## config.mk

```make
export PLATFORM = sky130hd
export DESIGN_NAME = fma_sign_pipe
export DESIGN_NICKNAME = d
export VERILOG_FILES = /design/src/rtl/vfpu_pkg.sv /design/src/rtl/sign_delay_stage.sv /design/src/rtl/fma_sign_pipe.sv
export SDC_FILE = /design/constraint.sdc
export NUM_CORES = 1
export LEC_CHECK = 0
export ABC_AREA = 1
export BUFFER_PORTS_ARGS = -buffer_cell sky130_fd_sc_hd__buf_2
export CORE_MARGIN = 2
export CORE_UTILIZATION = 53
export DETAILED_ROUTE_END_ITERATION = 6
export HOLD_SLACK_MARGIN = 0.03
export PLACE_DENSITY_LB_ADDON = 0.2
export SLEW_MARGIN = 5
export SYNTH_ARGS = -nofsm -noshare
export SYNTH_HDL_FRONTEND = slang
export SYNTH_SLANG_ARGS = --single-unit
export TNS_END_PERCENT = 20
```

## constraint.sdc

```tcl
create_clock -name clk -period 1 [get_ports clk]
set_input_delay 0.15 -clock clk [delete_from_list [all_inputs] [get_ports clk]]
set_output_delay 0.15 -clock clk [all_outputs]
set_load 0.03 [all_outputs]
```

## src/rtl/vfpu_pkg.sv

```systemverilog
// Shared encodings and per-lane sign record for the vector FPU sign path.
// FMA_SIGN_RM_ZERO_EN selects whether exact-zero differences honour the rounding mode.
package vfpu_pkg;

    typedef enum logic [1:0] {
        OP_FMA  = 2'b00,
        OP_FMS  = 2'b01,
        OP_FNMA = 2'b10,
        OP_FNMS = 2'b11
    } fma_op_e;

    typedef enum logic [2:0] {
        RM_RNE = 3'b000,
        RM_RTZ = 3'b001,
        RM_RDN = 3'b010,
        RM_RUP = 3'b011,
        RM_RMM = 3'b100
    } round_mode_e;

    typedef struct packed {
        logic s_tmp;
        logic final_m;
        logic lane_en;
    } sign_info_t;

    // IEEE 754: x - x is +0 in every rounding mode except round-down, which gives -0.
    function automatic logic zeroResultSign(input logic [2:0] rmIn);
        return rmIn == RM_RDN;
    endfunction

endpackage

```

## src/rtl/sign_delay_stage.sv

```systemverilog
// One stall/flush-aware register stage of the sign delay line (valid bit + per-lane sign info).
// With FMA_SIGN_RM_ZERO_EN defined the stage also carries the rounding mode.
module sign_delay_stage
    import vfpu_pkg::*;
#(
    parameter int LANES = 4
) (
    input  logic                   clk_i,
    input  logic                   rst_i,
    input  logic                   stall_i,
    input  logic                   flush_i,
    input  logic                   valid_i,
    input  sign_info_t [LANES-1:0] info_i,
`ifdef FMA_SIGN_RM_ZERO_EN
    input  logic [2:0]             rm_i,
    output logic [2:0]             rm_o,
`endif
    output logic                   valid_o,
    output sign_info_t [LANES-1:0] info_o
);

    logic                   valid_d, valid_q;
    sign_info_t [LANES-1:0] info_d, info_q;
`ifdef FMA_SIGN_RM_ZERO_EN
    logic [2:0]             rm_d, rm_q;
`endif

    // Flush only kills the valid bit; the payload is don't-care once invalid.
    always_comb begin
        valid_d = valid_q;
        info_d  = info_q;
`ifdef FMA_SIGN_RM_ZERO_EN
        rm_d    = rm_q;
`endif
        if (flush_i) begin
            valid_d = 1'b0;
        end else if (!stall_i) begin
            valid_d = valid_i;
            info_d  = info_i;
`ifdef FMA_SIGN_RM_ZERO_EN
            rm_d    = rm_i;
`endif
        end
    end

    always_ff @(posedge clk_i) begin
        if (rst_i) begin
            valid_q <= 1'b0;
            info_q  <= '0;
`ifdef FMA_SIGN_RM_ZERO_EN
            rm_q    <= '0;
`endif
        end else begin
            valid_q <= valid_d;
            info_q  <= info_d;
`ifdef FMA_SIGN_RM_ZERO_EN
            rm_q    <= rm_d;
`endif
        end
    end

    assign valid_o = valid_q;
    assign info_o  = info_q;
`ifdef FMA_SIGN_RM_ZERO_EN
    assign rm_o    = rm_q;
`endif

endmodule

```

## src/rtl/fma_sign_pipe.sv

```systemverilog
// Multi-lane pipelined sign resolver for the vector FMA path: result = +/-(a*b) +/- c.
// Define FMA_SIGN_RM_ZERO_EN to give exact-zero differences a -0 sign under RDN.
module fma_sign_pipe
    import vfpu_pkg::*;
#(
    parameter int LANES = 4,
    parameter int DELAY = 3,
    parameter int OPW   = 2
) (
    input  logic             clk,
    input  logic             rst,
    input  logic             in_valid,
    input  logic             stall,
    input  logic             flush,
    input  logic [OPW-1:0]   op,
    input  logic [2:0]       rm,
    input  logic [LANES-1:0] lane_en,
    input  logic [LANES-1:0] sa,
    input  logic [LANES-1:0] sb,
    input  logic [LANES-1:0] sc,
    output logic [LANES-1:0] eff_sub,
    input  logic [LANES-1:0] sum_neg,
    input  logic [LANES-1:0] sum_zero,
    output logic             out_valid,
    output logic [LANES-1:0] s_final,
    output logic             busy
);

    logic [LANES-1:0]       prodSign;
    logic [LANES-1:0]       addSign;
    logic [LANES-1:0]       effSubNow;
    sign_info_t [LANES-1:0] capInfo;

    // op[1] negates the product, op[0] negates the addend.
    always_comb begin
        for (int i = 0; i < LANES; i++) begin
            prodSign[i]        = sa[i] ^ sb[i] ^ op[1];
            addSign[i]         = sc[i] ^ op[0];
            effSubNow[i]       = prodSign[i] ^ addSign[i];
            capInfo[i].s_tmp   = prodSign[i];
            capInfo[i].final_m = ~effSubNow[i];
            capInfo[i].lane_en = lane_en[i];
        end
    end

    logic [LANES-1:0] effSub_d, effSub_q;

    assign effSub_d = (stall || flush) ? effSub_q : (effSubNow & lane_en);

    always_ff @(posedge clk) begin
        if (rst) begin
            effSub_q <= '0;
        end else begin
            effSub_q <= effSub_d;
        end
    end

    assign eff_sub = effSub_q;

    logic [DELAY:0]         validChain;
    sign_info_t [LANES-1:0] infoChain [0:DELAY];
`ifdef FMA_SIGN_RM_ZERO_EN
    logic [2:0]             rmChain [0:DELAY];
    assign rmChain[0] = rm;
`endif

    assign validChain[0] = in_valid;
    assign infoChain[0]  = capInfo;

    for (genvar g = 0; g < DELAY; g++) begin : gStage
        sign_delay_stage #(
            .LANES (LANES)
        ) uStage (
            .clk_i   (clk),
            .rst_i   (rst),
            .stall_i (stall),
            .flush_i (flush),
            .valid_i (validChain[g]),
            .info_i  (infoChain[g]),
`ifdef FMA_SIGN_RM_ZERO_EN
            .rm_i    (rmChain[g]),
            .rm_o    (rmChain[g+1]),
`endif
            .valid_o (validChain[g+1]),
            .info_o  (infoChain[g+1])
        );
    end

    sign_info_t [LANES-1:0] outInfo;
    logic                   outZeroSign;

    assign outInfo = infoChain[DELAY];

`ifdef FMA_SIGN_RM_ZERO_EN
    assign outZeroSign = zeroResultSign(rmChain[DELAY]);
`else
    logic unusedRm;
    assign unusedRm    = ^rm;
    assign outZeroSign = 1'b0;
`endif

    logic [LANES-1:0] sFinal_d, sFinal_q;

    // An effective add keeps the product sign even for 0+0; a subtraction flips on a
    // negative magnitude difference, and an exact zero takes the rounding-mode sign.
    always_comb begin
        sFinal_d = sFinal_q;
        if (validChain[DELAY] && !stall && !flush) begin
            for (int i = 0; i < LANES; i++) begin
                if (!outInfo[i].lane_en) begin
                    sFinal_d[i] = 1'b0;
                end else if (outInfo[i].final_m) begin
                    sFinal_d[i] = outInfo[i].s_tmp;
                end else if (!sum_zero[i]) begin
                    sFinal_d[i] = outInfo[i].s_tmp ^ sum_neg[i];
                end else begin
                    sFinal_d[i] = outZeroSign;
                end
            end
        end
    end

    always_ff @(posedge clk) begin
        if (rst) begin
            sFinal_q <= '0;
        end else begin
            sFinal_q <= sFinal_d;
        end
    end

    assign s_final   = sFinal_q;
    assign out_valid = validChain[DELAY];
    assign busy      = |validChain[DELAY:1];

endmodule

```

Yosys cells after proc, flatten, opt, wreduce, memory -nomap -nowiden:

Index checks and enable logic that the tools add are counted.

* bitwise operators: 27
* reductions and logical operators: 8
* mux-type cells: 12

Operators by type and width (count)
* XOR 1 bit: 20
* two-way mux 1 bit: 12
* inverter 1 bit: 6
* AND 4 bit: 1
* OR reduction 3 bit: 1
* logical AND 1 bit: 2
* logical NOT 1 bit: 2
* AND reduction 2 bit: 1
* OR reduction 2 bit: 1
* logical OR 1 bit: 1

* output and inout port bits: 10
* word-level logic and storage cells: 88
* flip-flop bits (word level): 47

Longest topological paths before layout:

* depth in word-level cells: 4
* depth in mapped cells: 9
* gate-level depth less buffers: 8

Modules after synthesis:

Synthesis repeated with hierarchy kept, for this count alone.

* cells, all modules: 378
* area total of the unflattened synthesis: 2404.8 µm²

By module, submodules not included
* sign_delay_stage: area each 550.5 µm², cells an instance 83, times used 3, sequential area each 260.2 µm²
* fma_sign_pipe: area each 753.2 µm², cells an instance 129, times used 1, sequential area each 160.2 µm²

Worst setup path before layout:

Ideal clock, no wire load.

* path type: reg-to-reg
* from: register gStage[2].uStage.valid_q
* to: register sFinal_q[0] (netlist: s_final[0])
* setup slack: -0.052 ns
* cell stages (with the launch flop): 5
* library setup time: 0.070 ns
* arrival: 0.983 ns
* required time: 0.930 ns
* buffers on the path: 0
* path through: dfxtp_1 inv_1 nor2_4 o21ai_0 a21oi_1

* cells in the longest elaborated chain, start to end: 2

RTL lines
* start: declaration: RTL line sign_delay_stage.sv:22 `logic valid_d, valid_q;`
* start signal: assignment: RTL line sign_delay_stage.sv:54 `valid_q <= valid_d;`
* logical AND 1 bit (2 in a row): RTL line fma_sign_pipe.sv:108 `if (validChain[DELAY] && !stall && !flush) begin`
* end signal: assignment: RTL line fma_sign_pipe.sv:127 `sFinal_q <= sFinal_d;`
* end: declaration: RTL line fma_sign_pipe.sv:102 `logic [LANES-1:0] sFinal_d, sFinal_q;`

No other way between the ends.
A chain may end at the register's enable or synchronous reset.

Worst setup path after layout:

* from: register gStage[0].uStage.valid_q
* to: output port busy

* cells in the longest elaborated chain, start to end: 1

RTL lines
* start: declaration: RTL line sign_delay_stage.sv:22
* start signal: assignment: RTL line sign_delay_stage.sv:54
* OR reduction 3 bit: RTL line fma_sign_pipe.sv:133 `assign busy = |validChain[DELAY:1];`
* end: declaration: RTL line fma_sign_pipe.sv:26 `output logic busy`

No other way between the ends.

==> impl_metrics.csv <==
group,metric,value,unit
die,io_pins,44,
sta,min_period,1.05,ns
sta,slew_headroom,83.6,%
pwr,ir_drop,742,uV
die,rows,22,
grt,antenna_found_initial,0,
yosys,synth_warnings,0,
pwr,switchingPower,934,uW
layout,regArea,945,um2
yosys,synthDistinctLibCells,19,
hold_path,hp-start,"in_valid",
yosys,synth_xor_area_share,4.18,%
pwr,p_leak,1.26,nW
yosys,synthesis.area,0.00209,mm2
worst_setup_path,rrSetupSlack,0.07,ns
die,fp.coreArea,0.00374,mm2
layout,post-route-util,68.1,%
sta,setup_violations,1,
sta,slew_violations,0,
clocking,root_buffer,"clkbuf_8",
pwr,power_frac_comb,15.8,%
run_status,violations,"negative setup slack",
yosys,avgSynthCellArea,7.05,um2
yosys,yosys-top-cells-area,"dfxtp_1, nand2_1, nand3_1",
yosys,synthSimpleGateAreaFrac,26.7,%
yosys,synth_top_family_by_area,"simple AND/OR/NAND/NOR gates",
worst_setup_path,required,0.85,ns
sta,worstMarginPinSlew,0.246,ns
worst_setup_path,crit_type,"flip-flop to output pin",
sta,setup_tns,-0.0509,ns
hold_path,holdPathEnd,"gStage[0].uStage.valid_o",
grt,grt_max_degree,33,
grt,grt-ovfl-total,0,
clocking,cts.htree.levels,2,
drt,ant_nets,0,
yosys,synth-seq-area-share,44.9,%
worst_setup_path,cp-end-kind,"output pin",
pwr,switching_share,25.6,%
pwr,p_int,2.71,mW
layout,fillers,332,
drt,routedWlPerCell,9.55,um
layout,multi_input_area,957,um2
worst_setup_path,r2r_cells,5,
placed_design,hpwlAfterDp,2780,um
layout,drive_gt1_share,20.5,%
sta,rsz0062_at_grt,"yes",
yosys,synth_fp_nets,331,
yosys,muxShareOfSynthArea,0,%
placed_design,post_dp_cell_area,0.00242,mm2
yosys,ys_ff_latch,47,
die,die_area,0.00447,mm2
drt,remaining_drc_errors,0,
drt,vias,1871,
hold_path,worstHoldPathCells,3,
worst_setup_path,startpoint_type,"flip-flop",
layout,instances_no_fill,395,
flow_run,drv_cap,0,
sta,hold_viol,0,
pwr,pwr-share-clk,28.9,%
die,die_w,66.9,um
drt,drtPass1Iterations,4,
drt,viasPerCell,4.74,
hold_path,hold_class,"input port to flip-flop",
yosys,synthAdderAreaFrac,0,%
clocking,ctsHoldBuffers,0,
layout,n_antenna_cell,0,
placed_design,port_buffers,40,
clocking,cts_sinks,47,
sta,max_freq,0.952,GHz
placed_design,dp.cells,384,
clocking,clkSlewWorstSetupHoldPaths,0.08,ns
grt,grt_first_pass_wirelength,6680,um
run_status,status,"complete, but fails checks",
yosys,synth_largest_area_cell,"dfxtp_1",
clocking,cts_inserted_buffers,5,
die,initial_core_util,55.9,%
sta,fin_crit_sh,105,%
grt,track_usage,19.4,%
yosys,netlist_instances,297,
pwr,p_per_area,1430,mW/mm2
worst_setup_path,rr_endpoint,"s_final[0]",
clocking,clockBufferDepth,2,
clocking,clkLatencyLatePin,0.29,ns
sta,worst_slack,-0.0509,ns
layout,design_area,0.00255,mm2
worst_setup_path,critPathMaxFanout,2,
drt,wirelength,3770,um
drt,drtIter0Drc,104,
yosys,synth-compound-area-share,14.7,%
die,die_y,66.9,um
yosys,yosys.area.top_type_share,44.9,%
layout,final_nets,380,
pwr,power_frac_seq,55.3,%
sta,skew,0.00557,ns
worst_setup_path,arrival,0.90,ns
grt,grt_pass1_vias,1684,
worst_setup_path,reg2reg_from,"gStage[2].uStage.valid_o",
layout,areaGrowthSynthToFinish,21.7,%
clocking,cts_tree,"done",
placed_design,place_congestion,0.741,
power groups by stage:
| stage | registers [mW] | logic [mW] | clock network, mW |
|---|---|---|---|
| 2_1_floorplan | 2.07 | 0.361 | 0 |
| 3_3_place_gp | 2.06 | 0.552 | 0 |
| 3_5_place_dp | 2.06 | 0.565 | 0 |
| 4_1_cts | 2.01 | 0.575 | 1.09 |
| 5_1_grt | 2.03 | 0.662 | 1.18 |
| 6_report | 2.02 | 0.575 | 1.06 |
cell type report:
type	instances	area share, %
clock buffers	7	2.99
clock inverters	1	0.196
inverters	35	5.25
multi-input cells	202	37.6
flip-flops and latches	47	37.1
well taps	48	2.36
repair buffers	55	14.6
flip-flops by register name, indices dropped and copies added (netlist names):
signal                 flops
gStage.uStage.info_o      36
eff_sub                    4
s_final                    4
gStage.uStage.valid_o      3
cell usage in the layout, fill, tap and decap left out, drive strengths merged:
cell type and count:
nand2 58, or2 1, o21ai 28, a21oi 26
inv 35, o211ai 4, clkbuf 8, dfxtp 47
buf 54, nand3 34, clkinv 1, xnor2 4
nor2 40, xor2 6, a211oi 1
layer usage:
layer	wire length [um]	track usage, %	up-vias
li1	-	-	1048
met1	1890	25.2	775
met2	1650	31.4	41
met3	158	3.04	7
met4	75	9.18	0
met5	0	0	-
how the worst max path moves through the flow:
stage / startpoint / to / slack (ns) / cells past startpoint
finish: gStage[0].uStage.valid_o / busy / -0.05 / 3
global route: gStage[0].uStage.valid_o / busy / -0.11 / 3
CTS: gStage[0].uStage.valid_o / busy / -0.07 / 3
detailed placement: stall / s_final[0] / -0.06 / 6
global placement: stall / gStage[1].uStage.info_o[6] / -0.03 / 6
floorplan: gStage[2].uStage.valid_o / s_final[0] / 0.07 / 4
per-stage QoR:
| stage | power (mW) | worst slack (ns) | hold slack [ns] |
|---|---|---|---|
| 6_report | 3.65 | -0.0509 | 0.0882 |
| 5_1_grt | 3.87 | -0.109 | 0.0953 |
| 3_5_place_dp | 2.62 | -0.0620 | 0.402 |
| 4_1_cts | 3.68 | -0.0661 | 0.0773 |
| 3_3_place_gp | 2.61 | -0.0324 | 0.400 |
| 2_1_floorplan | 2.43 | 0.0734 | 0.235 |
worst max-delay path: stages, from the launching register on:
cell and delay (ns):
dfxtp_2 0.33, nor2_2 0.09, nand2_1 0.06, buf_6 0.13
cell usage after synthesis (all sizes together):
cell,n
a211oi,1
a21oi,26
buf,9
clkbuf,4
dfxtp,47
inv,35
nand2,58
nand3,34
nor2,40
o211ai,4
o21ai,28
or2,1
xnor2,4
xor2,6
kinds of logic (layout without fill, tap and decap cells):
logic type / Yosys count / count (layout)
compound gates: 59 / 59
xor+xnor: 10 / 10
buf+inv: 48 / 98
flops: 47 / 47
simple gates: 133 / 133
what timing repair did:
action,4_1_cts,5_1_grt
hold endpoints to repair,0,0
setup buffers,3,0
pin swaps,0,1
setup endpoints to repair,1,10
gates resized for setup,5,14
No activity file was read; power rests on OpenSTA's default activity.
